File: src/rtl/uart_rx_buffered.sv
// Buffered UART receiver: 8x oversampling on the system clock feeding a FWFT byte FIFO.
// Defining UART_RX_PARITY_EN adds an even-parity bit to the frame and enables parity_err.
module uart_rx_buffered #(
   parameter int TICK_DIV = 4,
   parameter int DEPTH    = 8
) (
   input  logic                   clk,
   input  logic                   rst_n,
   input  logic                   rx,
   input  logic                   rd_en,
   output logic [7:0]             rd_data,
   output logic                   empty,
   output logic                   full,
   output logic [$clog2(DEPTH):0] count,
   output logic                   frame_err,
   output logic                   overrun,
   output logic                   parity_err
);
   localparam int AW = $clog2(DEPTH);
   localparam int CW = AW + 1;
   localparam int DW = $clog2(TICK_DIV);
   localparam logic [DW-1:0] DIV_MAX  = DW'(TICK_DIV - 1);
   localparam logic [CW-1:0] CNT_FULL = CW'(DEPTH);

   typedef enum logic [2:0] {
      S_IDLE   = 3'd0,
      S_START  = 3'd1,
      S_DATA   = 3'd2,
`ifdef UART_RX_PARITY_EN
      S_PARITY = 3'd5,
`endif
      S_STOP   = 3'd3,
      S_WAIT   = 3'd4
   } state_t;

`ifdef UART_RX_PARITY_EN
   function automatic logic even_parity(input logic [7:0] data);
      return ^data;
   endfunction
`endif

   state_t        state_q, state_d;
   logic          sync1_q, rxs_q;
   logic [DW-1:0] div_q, div_d;
   logic [2:0]    os_q, os_d;
   logic [2:0]    bit_idx_q, bit_idx_d;
   logic [7:0]    shreg_q, shreg_d;
   logic          s3_q, s3_d, s4_q, s4_d;
   logic          frame_err_q, frame_err_d;
   logic          tick_s, mid_s, end_s, maj_s, push_s;
`ifdef UART_RX_PARITY_EN
   logic          par_bad_q, par_bad_d;
   logic          parity_err_q, parity_err_d;
`endif

   logic [7:0]    mem_q [DEPTH];
   logic [7:0]    mem_d [DEPTH];
   logic [AW-1:0] wr_ptr_q, wr_ptr_d, rd_ptr_q, rd_ptr_d;
   logic [CW-1:0] count_q, count_d;
   logic          empty_q, empty_d, full_q, full_d;
   logic          overrun_q, overrun_d;
   logic          pop_s, wr_ok_s;

   assign tick_s = (state_q != S_IDLE) && (div_q == DIV_MAX);
   assign mid_s  = tick_s && (os_q == 3'd5);
   assign end_s  = tick_s && (os_q == 3'd7);
   // Majority of the samples taken at os 3, 4 and the live sample at os 5.
   assign maj_s  = (s3_q & s4_q) | (s3_q & rxs_q) | (s4_q & rxs_q);

   // Two-flop synchronizer for the asynchronous serial input.
   always_ff @(posedge clk or negedge rst_n) begin
      if (!rst_n) begin
         sync1_q <= 1'b1;
         rxs_q   <= 1'b1;
      end else begin
         sync1_q <= rx;
         rxs_q   <= sync1_q;
      end
   end

   // Receiver next-state: oversample timing, bit sampling and frame sequencing.
   always_comb begin
      state_d     = state_q;
      div_d       = div_q;
      os_d        = os_q;
      bit_idx_d   = bit_idx_q;
      shreg_d     = shreg_q;
      s3_d        = s3_q;
      s4_d        = s4_q;
      push_s      = 1'b0;
      frame_err_d = 1'b0;
`ifdef UART_RX_PARITY_EN
      par_bad_d    = par_bad_q;
      parity_err_d = 1'b0;
`endif
      if (state_q == S_IDLE) begin
         div_d = {DW{1'b0}};
         os_d  = 3'd0;
      end else if (tick_s) begin
         div_d = {DW{1'b0}};
         os_d  = os_q + 3'd1;
      end else begin
         div_d = div_q + DW'(1);
      end
      if (tick_s && (os_q == 3'd3)) s3_d = rxs_q;
      else                           s3_d = s3_q;
      if (tick_s && (os_q == 3'd4)) s4_d = rxs_q;
      else                           s4_d = s4_q;

      case (state_q)
         S_IDLE: begin
            if (!rxs_q) state_d = S_START;
            else        state_d = S_IDLE;
         end
         S_START: begin
            if (mid_s && maj_s) begin
               state_d = S_IDLE;
            end else if (end_s) begin
               state_d   = S_DATA;
               bit_idx_d = 3'd0;
            end else begin
               state_d = S_START;
            end
         end
         S_DATA: begin
            if (mid_s) begin
               shreg_d = {maj_s, shreg_q[7:1]};
            end else if (end_s) begin
               if (bit_idx_q == 3'd7) begin
`ifdef UART_RX_PARITY_EN
                  state_d = S_PARITY;
`else
                  state_d = S_STOP;
`endif
               end else begin
                  bit_idx_d = bit_idx_q + 3'd1;
               end
            end else begin
               state_d = S_DATA;
            end
         end
`ifdef UART_RX_PARITY_EN
         S_PARITY: begin
            if (mid_s)      par_bad_d = (maj_s != even_parity(shreg_q));
            else if (end_s) state_d   = S_STOP;
            else            state_d   = S_PARITY;
         end
`endif
         S_STOP: begin
            // A good stop bit releases the line at mid-bit so frames can run back to back.
            if (mid_s) begin
               if (maj_s) begin
                  push_s  = 1'b1;
                  state_d = S_IDLE;
`ifdef UART_RX_PARITY_EN
                  parity_err_d = par_bad_q;
`endif
               end else begin
                  frame_err_d = 1'b1;
                  state_d     = S_WAIT;
               end
            end else begin
               state_d = S_STOP;
            end
         end
         S_WAIT: begin
            if (rxs_q) state_d = S_IDLE;
            else       state_d = S_WAIT;
         end
         default: state_d = S_IDLE;
      endcase
   end

   // Receiver state registers.
   always_ff @(posedge clk or negedge rst_n) begin
      if (!rst_n) begin
         state_q     <= S_IDLE;
         div_q       <= {DW{1'b0}};
         os_q        <= 3'd0;
         bit_idx_q   <= 3'd0;
         shreg_q     <= 8'h00;
         s3_q        <= 1'b1;
         s4_q        <= 1'b1;
         frame_err_q <= 1'b0;
`ifdef UART_RX_PARITY_EN
         par_bad_q    <= 1'b0;
         parity_err_q <= 1'b0;
`endif
      end else begin
         state_q     <= state_d;
         div_q       <= div_d;
         os_q        <= os_d;
         bit_idx_q   <= bit_idx_d;
         shreg_q     <= shreg_d;
         s3_q        <= s3_d;
         s4_q        <= s4_d;
         frame_err_q <= frame_err_d;
`ifdef UART_RX_PARITY_EN
         par_bad_q    <= par_bad_d;
         parity_err_q <= parity_err_d;
`endif
      end
   end

   assign pop_s   = rd_en && !empty_q;
   assign wr_ok_s = push_s && (!full_q || pop_s);

   // FIFO next-state; a push into a full FIFO succeeds only when a pop frees a slot.
   always_comb begin
      mem_d = mem_q;
      if (wr_ok_s) mem_d[wr_ptr_q] = shreg_q;
      else         mem_d[wr_ptr_q] = mem_q[wr_ptr_q];
      wr_ptr_d  = wr_ok_s ? (wr_ptr_q + AW'(1)) : wr_ptr_q;
      rd_ptr_d  = pop_s   ? (rd_ptr_q + AW'(1)) : rd_ptr_q;
      count_d   = count_q + CW'(wr_ok_s) - CW'(pop_s);
      full_d    = (count_d == CNT_FULL);
      empty_d   = (count_d == {CW{1'b0}});
      overrun_d = push_s && full_q && !pop_s;
   end

   // FIFO storage, pointers and registered flags.
   always_ff @(posedge clk or negedge rst_n) begin
      if (!rst_n) begin
         for (int i = 0; i < DEPTH; i++) mem_q[i] <= 8'h00;
         wr_ptr_q  <= {AW{1'b0}};
         rd_ptr_q  <= {AW{1'b0}};
         count_q   <= {CW{1'b0}};
         empty_q   <= 1'b1;
         full_q    <= 1'b0;
         overrun_q <= 1'b0;
      end else begin
         mem_q     <= mem_d;
         wr_ptr_q  <= wr_ptr_d;
         rd_ptr_q  <= rd_ptr_d;
         count_q   <= count_d;
         empty_q   <= empty_d;
         full_q    <= full_d;
         overrun_q <= overrun_d;
      end
   end

   assign rd_data   = mem_q[rd_ptr_q];
   assign empty     = empty_q;
   assign full      = full_q;
   assign count     = count_q;
   assign frame_err = frame_err_q;
   assign overrun   = overrun_q;
`ifdef UART_RX_PARITY_EN
   assign parity_err = parity_err_q;
`else
   assign parity_err = 1'b0;
`endif

endmodule
File: config.mk
export PLATFORM = sky130hd
export DESIGN_NAME = uart_rx_buffered
export DESIGN_NICKNAME = d
export VERILOG_FILES = /design/src/rtl/uart_rx_buffered.sv
export SDC_FILE = /design/constraint.sdc
export NUM_CORES = 1
export LEC_CHECK = 0
export ABC_AREA = 1
export BUFFER_PORTS_ARGS = -buffer_cell sky130_fd_sc_hd__buf_2
export CORE_UTILIZATION = 47
export CTS_CLUSTER_DIAMETER = 120
export DETAILED_ROUTE_END_ITERATION = 16
export SLEW_MARGIN = 20
export SYNTH_ARGS = -nofsm -noshare
export SYNTH_HDL_FRONTEND = slang
export SYNTH_SLANG_ARGS = --single-unit
export TNS_END_PERCENT = 50
File: constraint.sdc
create_clock -name clk -period 4.5 [get_ports clk]
set_clock_uncertainty 0.1 [all_clocks]
set_input_delay 0 -clock clk [delete_from_list [all_inputs] [get_ports clk]]
set_output_delay 0 -clock clk [all_outputs]
set_load 0.05 [all_outputs]
==> results of run 1 <==
-- cell type report --
class	count	area, um^2	area share, %
repair buffers	27	163	2.50
clock buffers	10	229	3.53
inverters	108	405	6.24
well taps	172	215	3.31
clock inverters	6	62.6	0.963
flip-flops and latches	101	2530	39.0
multi-input cells	603	2890	44.4
-- sequential cells by signal, summed over array words and instances (netlist names), 2 cells and up --
| name | cells |
|---|---|
| mem_q | 64 |
| rd_ptr_q | 3 |
| div_q | 2 |
| bit_idx_q | 3 |
| state_q | 3 |
| shreg_q | 8 |
| os_q | 3 |
| wr_ptr_q | 3 |
| count | 4 |
-- worst min-delay path: cells and delay by family --
family          cells  cell delay [ns]
simple gates        2             0.22
compound gates      1             0.07
buf+inv             2             0.19
-- stage by stage --
stage          utilization (%)  power (uW)  cells  instance area [um^2]  hold WS, ns
3_5_place_dp              49.0        2110   1009                  6180      0.00666
2_1_floorplan                -        1840    870                  6070       -0.396
3_3_place_gp              49.0        2100   1009                  6180      0.00839
4_1_cts                   51.5        2910   1027                  6490       0.0437
5_1_grt                   51.5        3060   1027                  6490       0.0935
6_report                  51.5        2880   1027                  6490       0.0667
-- Yosys cell counts, types with 4 or more instances --
library cell and number:
dfrtp_1 96, nand4_1 70, nand2_1 179, clkinv_1 9, a21oi_1 33, nor2_1 153
o21ai_0 46, dfstp_2 5, nand3_1 81, ha_1 14, a31oi_1 8, o21ai_1 4
clkbuf_1 34, buf_2 17, inv_1 97
-- worst paths after layout --
kind | endpoint | start | depth (start not counted) | slack (ns)
setup reg to reg | full$_DFF_PN0_ | div_q[0]$_DFF_PN0_ | 13 | 1.58
hold / removal | rd_ptr_q[1]$_DFFE_PN0P_ | rd_en | 5 | 0.07
min in group asynchronous | mem_q[12]$_DFFE_PN0P_ | rst_n | 2 | 0.13
max in group asynchronous | mem_q[49]$_DFFE_PN0P_ | rst_n | 3 | 3.07
hold reg to reg | rxs_q$_DFF_PN1_ | sync1_q$_DFF_PN1_ | 0 | 0.26
setup / recovery | rd_data[5] | rd_ptr_q[1]$_DFFE_PN0P_ | 7 | 1.43
-- cell families (layout without fill, tap and decap cells) --
group	count (synthesis)	after routing	synth area share, %
simple gates	487	487	35.0
compound gates	94	94	8.08
buf+inv	166	151	11.0
xor+xnor	6	6	0.866
fa+ha+maj	15	15	3.22
flops	101	101	41.7
other cells	1	1	0.0618
-- report_power, final --
group,internal [uW],switching (uW)
clock,432,357
combinational,266,765
sequential,989,74.1
-- metal layers --
layer,vias up,global-route usage [%]
met3,15,4.65
li1,2767,-
met2,150,42.1
met4,0,7.69
met1,2683,34.1
met5,-,0
==> flow_metrics.py, run 1 <==
metrics = {
    "layout": {
        "final_cell_mix": "179 x nand2_1, 153 x nor2_1, 97 x inv_1, 96 x dfrtp_1, 81 x nand3_1",
        "fillCellCount": 1263,
        "num_antenna_cells": 0,
        "final_common_cell": "nand2_1",
        "final_nets": 869,
        "drive_gt1_share_pct": 6.08,
        "syn_to_final_growth_pct": 7.01,
    },
    "floorplanning": {
        "die_area_mm2": 0.0134,
        "start_util_pct": 48.1,
        "rows": 41,
        "die_w_um": 116,
        "ios": 21,
        "core-area_mm2": 0.0126,
        "chipHeight_um": 116,
    },
    "sta": {
        "tns_ns": 0,
        "slew_headroom_pct": 37.9,
        "period_minus_slack_ns": 3.07,
        "layout_worst_path_cycle_share_pct": 68.1,
        "tightest_slew_ns": 0.928,
        "drv_slew": 0,
        "setup-violations-final": 0,
        "worst_slack_ns": 1.43,
        "fmax_mhz": 326,
        "finalHoldViolCount": 0,
        "rsz0062_at_grt": "false",
    },
    "detailed_routing": {
        "wire_per_inst_um": 15.6,
        "drtIter0Drc": 531,
        "met2_length_um": 7740,
        "highest_layer": "met4",
        "totalWireLength_um": 16000,
        "met1_length_um": 7270,
        "route.met3.wl_um": 768,
        "dr.pass1.iters": 5,
        "vias": 5615,
        "viasPerCell": 5.47,
        "antenna_left": 0,
        "drc": 0,
    },
    "critical_path": {
        "path_max_fanout": 18,
        "cpMaxStageDelayCell": "dfrtp_1",
        "worstPathArrival_ns": 2.97,
        "worst-path-buf-inv": 2,
        "required_ns": 4.40,
        "crit_chain": "clkinv_1, a21oi_1, o21ai_0, nand2_1, nor2_1, a31oi_1, buf_2",
        "endpoint_kind": "output pin",
        "critPathLaunchType": "flop",
        "criticalPathCategory": "reg2out",
        "crit_family": "buffers and inverters",
        "max_stage_delay_ns": 0.77,
    },
    "placed_design": {
        "pre_cts_slack_ns": 1.57,
        "post-dp-hpwl_um": 9460,
        "io_buffer_count": 19,
        "gp_congestion": 0.833,
    },
    "synthesis": {
        "ys_seq_elements": 101,
        "syn_area_per_cell_um2": 6.98,
        "yosysWarnings": 0,
        "synth_top_area_share_pct": 39.6,
        "synth_ff_type": "dfrtp_1",
        "synthCells": 870,
        "netlist_area_mm2": 0.00607,
        "synth_edf_count": 0,
        "async_flop_share_pct": 100,
        "synth_area_leaders": "dfrtp_1 40%, nand2_1 11%, nor2_1 9.5%",
        "syn_nets": 889,
        "ys_types": 30,
        "yosysTopAreaCell": "dfrtp_1",
        "seq_area_frac_synth_pct": 41.7,
    },
    "clock_tree": {
        "cts-buffers-inserted": 9,
        "clkLatencyLatePin_ns": 0.36,
        "clockBufferDepth": 2,
        "htreeDepth": 3,
        "path_clk_slew_ns": 0.07,
        "hold_buffers": 2,
        "cts-resized-gates": 0,
        "cts_tree": "built",
        "cts.sinks": 101,
        "post_cts_buffers": 0,
        "clockRootBuffer": "clkbuf_16",
    },
    "grt": {
        "track_usage_pct": 25.4,
        "grt_first_pass_wirelength_um": 25800,
        "antenna_found_initial": 0,
        "grt_pass1_vias": 5092,
        "grt_start_max_net_pins": 70,
        "grt_overflow_total": 0,
    },
    "hold_path": {
        "hold_path_class": "in2reg",
    },
    "power_and_ir_drop": {
        "leakage_uw": 0.00340,
        "powerDensity_mw_per_mm2": 444,
        "ir_drop_uv": 406,
    },
    "job": {
        "maxCapViolations": 0,
    },
    "status": {
        "outcome": "finished, final reports clean",
    },
}
Power figures use the tool's default switching activity.
==> inputs of run 2 (changes only) <==
ABC_AREA = 0   (was 1)
clock period = 3 ns   (was 4.5 ns; I/O delays follow)
==> run 2 against run 1 <==
Sequential cell count stayed put. Clock power is 2% lower. Die area fell by 13%. Synthesized cell count shrank 49%.
==> flow_metrics.py, run 2 <==
metrics = {
    "layout": {
        "syn_to_final_growth_pct": 9.33,
        "final_common_cell": "dfrtp_1",
        "top_register": "mem_q",
        "fin_util_pct": 52.9,
        "final_nets": 481,
        "largest_reg_flops": 64,
        "final_cell_mix": "96 x dfrtp_1, 73 x nand2_1, 47 x o21ai_0, 31 x mux2_2, 18 x buf_2",
        "fin_area_mm2": 0.00576,
        "num_antenna_cells": 0,
        "drive_gt1_share_pct": 25.8,
    },
    "hold_path": {
        "min_from": "rd_en",
        "whs_endpoint": "rd_ptr_q[0]$_DFFE_PN0P_",
        "hold_path_class": "in2reg",
        "holdPathStages": 4,
    },
    "floorplanning": {
        "die_w_um": 108,
        "start_util_pct": 48.4,
        "chipHeight_um": 108,
        "die_area_mm2": 0.0116,
        "ios": 21,
        "rows": 38,
        "core-area_mm2": 0.0109,
    },
    "critical_path": {
        "required_ns": 3.19,
        "critPathLaunchType": "flop",
        "worst-r2r-setup-slack_ns": 0.14,
        "criticalPathCategory": "reg2reg",
        "ff2ff_path_depth": 13,
        "endpoint_kind": "flop",
        "r2r-start": "os_q[1]$_DFFE_PN0P_",
        "path_max_fanout": 3,
        "worstPathArrival_ns": 3.04,
        "rr_endpoint": "full$_DFF_PN0_",
    },
    "grt": {
        "antenna_found_initial": 0,
        "grt_first_pass_wirelength_um": 18800,
        "grt_use_met1_pct": 28.9,
        "grt_pass1_vias": 3549,
        "busiest_layer": "met2",
        "grt_overflow_total": 0,
        "use_met2_pct": 35.6,
        "grt_start_max_net_pins": 55,
        "use_met3_pct": 4.36,
        "track_usage_pct": 21.6,
    },
    "synthesis": {
        "synth.most_common_cell": "dfrtp_1",
        "syn_area_per_cell_um2": 11.9,
        "synthCells": 442,
        "synth_ff_type": "dfrtp_1",
        "netlist_area_mm2": 0.00527,
        "seq_area_frac_synth_pct": 48.1,
        "yosysWarnings": 0,
        "synth_edf_count": 0,
        "ys_seq_elements": 101,
        "ys_types": 54,
        "async_flop_share_pct": 100,
        "ys_top_cells_by_count": "96 x dfrtp_1, 73 x nand2_1, 47 x o21ai_0",
        "synth_area_leaders": "dfrtp_1 46%, mux4_2 7.3%, mux2_2 6.6%",
        "syn_nets": 461,
        "yosysTopAreaCell": "dfrtp_1",
        "synth_top_area_share_pct": 45.6,
    },
    "sta": {
        "drv_slew": 0,
        "finalHoldViolCount": 0,
        "setup-violations-final": 0,
        "period_minus_slack_ns": 2.86,
        "layout_worst_path_cycle_share_pct": 95.2,
        "fmax_mhz": 350,
        "slew_headroom_pct": 38.7,
        "tightest_slew_ns": 0.920,
    },
    "clock_tree": {
        "clkLatencyLatePin_ns": 0.36,
        "cts.sinks": 101,
        "cts-buffers-inserted": 9,
        "cts_tree": "built",
        "htreeDepth": 3,
        "clockBufferDepth": 2,
        "path_clk_slew_ns": 0.09,
        "clockRootBuffer": "clkbuf_8",
    },
    "power_and_ir_drop": {
        "powerDensity_mw_per_mm2": 669,
        "ir_drop_uv": 677,
        "leakage_uw": 0.00237,
    },
    "placed_design": {
        "io_buffer_count": 19,
        "post-dp-hpwl_um": 7480,
        "gp_congestion": 0.798,
        "place_area_mm2": 0.00554,
    },
    "detailed_routing": {
        "viasPerCell": 5.76,
        "drc": 0,
        "antenna_left": 0,
        "vias": 3490,
        "totalWireLength_um": 11300,
        "drtIter0Drc": 139,
        "wire_per_inst_um": 18.6,
        "dr.pass1.iters": 4,
    },
    "status": {
        "outcome": "finished, final reports clean",
    },
    "job": {
        "maxCapViolations": 0,
    },
}
[run 2: cell count changes in the layout (fill, tap and decap cells not counted), moves of 10 or more]
cell      change
mux4_2       +17
mux2_2       +31
buf_4        +10
mux4_1       +10
nand2_1     -106
o31ai_1      +16
nand4_1      -68
inv_1        -86
nor2_1      -141
clkbuf_8     +10
a21oi_1      -29
nand3_1      -77
[run 2: per-layer routing]
metal  up-vias  share of wire, %
met5         -                 0
met4         0               1.5
met3        13               2.7
met2        55                48
met1      1774                48
li1       1648                 -
[run 2: how the worst max path moves through the flow]
stage                           endpoint                start  cells after the start  slack, ns
after floorplan           full$_DFF_PN0_      empty$_DFF_PN1_                     12      0.001
after global placement    full$_DFF_PN0_  os_q[1]$_DFFE_PN0P_                     13       0.20
after detailed placement  full$_DFF_PN0_  os_q[1]$_DFFE_PN0P_                     13        0.1
after CTS                 full$_DFF_PN0_  os_q[1]$_DFFE_PN0P_                     13       0.04
after global routing      full$_DFF_PN0_  os_q[1]$_DFFE_PN0P_                     13      -0.02
final                     full$_DFF_PN0_  os_q[1]$_DFFE_PN0P_                     13       0.14
[run 2: timing repair]
action / 4_1_cts / 5_1_grt
setup endpoints to repair: 0 / 2
setup buffers: 0 / 2
gates resized for setup: 0 / 6
hold buffers: 2 / 0
hold endpoints to repair: 48 / 0
[run 2: kinds of logic (layout without fill, tap and decap cells)]
logic type	after synthesis	after routing	share of synthesized area, %
XOR/XNOR	8	8	1.33
AO/OA/AOI/OAI	87	87	10.0
AND/OR/NAND/NOR	118	118	10.2
other	1	1	0.0712
buffers and inverters	43	67	3.85
flip-flops	101	101	48.1
multiplexers	68	68	22.5
adder cells (fa/ha/maj)	16	16	3.90
[run 2: stage by stage]
| step | power (uW) | std cells | hold slack [ns] | worst slack (ns) | TNS, ns |
|---|---|---|---|---|---|
| 2_1_floorplan | 2720 | 442 | -0.396 | 0.00136 | 0 |
| 3_3_place_gp | 3020 | 587 | -0.0469 | 0.204 | 0 |
| 3_5_place_dp | 3070 | 587 | -0.0462 | 0.0985 | 0 |
| 4_1_cts | 3850 | 604 | 0.0475 | 0.0448 | 0 |
| 5_1_grt | 4110 | 606 | 0.0837 | -0.0175 | -0.0175 |
| 6_report | 3850 | 606 | 0.0583 | 0.145 | 0 |
[run 2: where the power goes]
group / total (uW) / internal (uW) / switching, uW
sequential: 1800 / 1550 / 242
combinational: 1280 / 581 / 698
clock: 777 / 318 / 460
[run 2: layout make-up]
type	count	area [um^2]
Clock buffer	11	141
Clock inverter	4	25.0
Fill cell	969	5130
Inverter	14	60.1
Multi-Input combinational cell	298	2570
Sequential cell	101	2530
Tap cell	140	175
Timing Repair Buffer	38	258
[run 2: worst max-delay path: stages (launching register included)]
cell and delay, ns:
dfrtp_1 0.42, inv_2 0.10, ha_4 0.14, and4_4 0.22
o2111a_2 0.28, inv_8 0.04, ha_4 0.20, inv_1 0.05
ha_2 0.17, inv_1 0.05, fa_1 0.48, inv_1 0.06
or3_4 0.38, nor2b_1 0.12
==> inputs of run 3 (changes only) <==
PLACE_DENSITY = 0.66   (was unset)
clock period = 2.5 ns   (was 3 ns; I/O delays follow)
==> run 3 against run 2 <==
The flow now finishes with violations (negative setup slack). Sequential share of layout area decreased by 1.6 points. Final cell count increased by 3.1%. Maximum frequency increased by 5.9%. Clock-buffer cell count increased by 2. First-iteration DRC count increased by 14%. Critical path depth unchanged. Setup slack got worse by 0.34 ns.
==> flow_metrics.py, run 3 (same netlist as run 2, synthesis figures left out) <==
metrics = {
    "critical_path": {
        "path_max_fanout": 2,
        "criticalPathCategory": "reg2reg",
        "crit_chain": "inv_2, ha_4, and4_4, o2111a_2, inv_8, ha_4, inv_4, ha_4, inv_2, fa_1, inv_1, or3_4, nor2b_1",
        "critPathMostFrequentCell": "ha_4",
        "cpMaxStageDelayCell": "fa_1",
        "crit_family": "adder cells",
        "required_ns": 2.70,
        "endpoint_kind": "flop",
        "worstPathArrival_ns": 2.90,
        "critPathLaunchType": "flop",
        "worst-path-buf-inv": 5,
        "max_stage_delay_ns": 0.47,
    },
    "layout": {
        "multi_input_area_mm2": 0.00258,
        "num_antenna_cells": 0,
        "final_common_cell": "dfrtp_1",
        "seq_area_mm2": 0.00253,
        "top_register": "mem_q",
        "fin_util_pct": 54.9,
        "final_cell_mix": "96 x dfrtp_1, 73 x nand2_1, 47 x o21ai_0, 35 x buf_4, 31 x mux2_2",
        "largest_reg_flops": 64,
        "final_nets": 499,
        "syn_to_final_growth_pct": 13.5,
        "drive_gt1_share_pct": 29.1,
        "fillCellCount": 903,
    },
    "clock_tree": {
        "clockRootBuffer": "clkbuf_8",
        "htreeDepth": 3,
        "cts-buffers-inserted": 9,
        "cts_tree": "built",
        "path_clk_slew_ns": 0.10,
        "cts.sinks": 101,
        "clockBufferDepth": 2,
        "clkLatencyLatePin_ns": 0.38,
    },
    "power_and_ir_drop": {
        "design_power_total_uw": 4950,
        "powerDensity_mw_per_mm2": 828,
        "leakage_uw": 0.00249,
        "ir_drop_uv": 696,
    },
    "sta": {
        "drv_slew": 0,
        "period_minus_slack_ns": 2.70,
        "layout_worst_path_cycle_share_pct": 108,
        "fmax_mhz": 371,
        "tns_ns": -0.373,
        "tightest_slew_ns": 0.743,
        "rsz0062_at_grt": "true",
        "setup-violations-final": 2,
        "finalHoldViolCount": 0,
        "worst_slack_ns": -0.197,
        "slew_headroom_pct": 50.4,
    },
    "detailed_routing": {
        "wire_per_inst_um": 17.9,
        "met1_length_um": 4860,
        "viasPerCell": 5.70,
        "highest_layer": "met4",
        "route.met3.wl_um": 713,
        "met2_length_um": 5490,
        "dr.pass1.iters": 4,
        "antenna_left": 0,
        "totalWireLength_um": 11200,
        "drtIter0Drc": 158,
        "vias": 3560,
        "drc": 0,
    },
    "grt": {
        "grt_overflow_total": 0,
        "track_usage_pct": 21.2,
        "grt_first_pass_wirelength_um": 18400,
        "grt_start_max_net_pins": 57,
        "antenna_found_initial": 0,
        "grt_pass1_vias": 3522,
    },
    "floorplanning": {
        "die_area_mm2": 0.0116,
        "start_util_pct": 48.4,
        "core-area_mm2": 0.0109,
        "ios": 21,
        "rows": 38,
        "die_w_um": 108,
        "chipHeight_um": 108,
    },
    "status": {
        "outcome": "complete, but fails checks",
        "violations": "negative setup slack",
    },
    "placed_design": {
        "post-dp-hpwl_um": 7730,
        "pre_cts_slack_ns": -0.263,
        "io_buffer_count": 19,
        "gp_congestion": 0.850,
    },
    "hold_path": {
        "hold_path_class": "in2reg",
    },
    "job": {
        "maxCapViolations": 0,
    },
}
[run 3: cell types whose count changed in the layout (fill, tap and decap cells not counted), sizes merged]
cell,previous run,this run
buf,36,54
bufinv,0,2
clkbuf,11,13
clkinv,3,1
clkinvlp,2,1
[run 3: final cells by class]
class	count	area share (%)
clock buffer	13	2.83
clock inverter	3	1.13
inverter	14	1.05
multi-input combinational	298	43.1
sequential	101	42.4
tap	140	2.93
timing repair buffer	56	6.57
[run 3: repair_timing]
| item | 4_1_cts | 5_1_grt |
|---|---|---|
| hold buffers | 2 | 0 |
| gates resized for setup | 5 | 1 |
| buffers inserted | 2 | 1 |
| pin swaps | 1 | 0 |
| endpoints found under the hold margin | 53 | 0 |
| endpoints found under the setup margin | 2 | 2 |
[run 3: path summary, 6_finish.rpt]
check	startpoint	to	slack [ns]	cells after the start
setup / recovery	os_q[1]$_DFFE_PN0P_	full$_DFF_PN0_	-0.20	13
hold / removal	rd_en	rd_ptr_q[0]$_DFFE_PN0P_	0.04	4
setup reg to reg	os_q[1]$_DFFE_PN0P_	full$_DFF_PN0_	-0.20	13
hold reg to reg	sync1_q$_DFF_PN1_	rxs_q$_DFF_PN1_	0.26	0
max in group asynchronous	rst_n	s4_q$_DFFE_PN1P_	1.33	3
min in group asynchronous	rst_n	mem_q[9]$_DFFE_PN0P_	0.12	2
[run 3: power breakdown]
part	switching [uW]	internal, uW	total [uW]
Sequential	187	1870	2050
Combinational	935	753	1690
Clock	559	647	1210
[run 3: worst min-delay path: cells and delay by family]
family | cells | cell delay (ns)
XOR/XNOR | 1 | 0.07
buffers and inverters | 2 | 0.25
AND/OR/NAND/NOR | 1 | 0.17
[run 3: routing by layer]
| layer | track usage (%) | vias up |
|---|---|---|
| li1 | - | 1681 |
| met1 | 28.5 | 1767 |
| met2 | 34.6 | 97 |
| met3 | 4.90 | 15 |
| met4 | 5.87 | 0 |
| met5 | 0 | - |
[run 3: metrics by stage]
| step | cells | cell area, um^2 | hold WS [ns] |
|---|---|---|---|
| global route | 625 | 5980 | 0.0508 |
| CTS | 624 | 5970 | 0.0173 |
| global placement | 604 | 5680 | 0.00144 |
| finish | 625 | 5980 | 0.0359 |
| detailed placement | 604 | 5680 | 0.00697 |
| floorplan | 442 | 5300 | -0.396 |
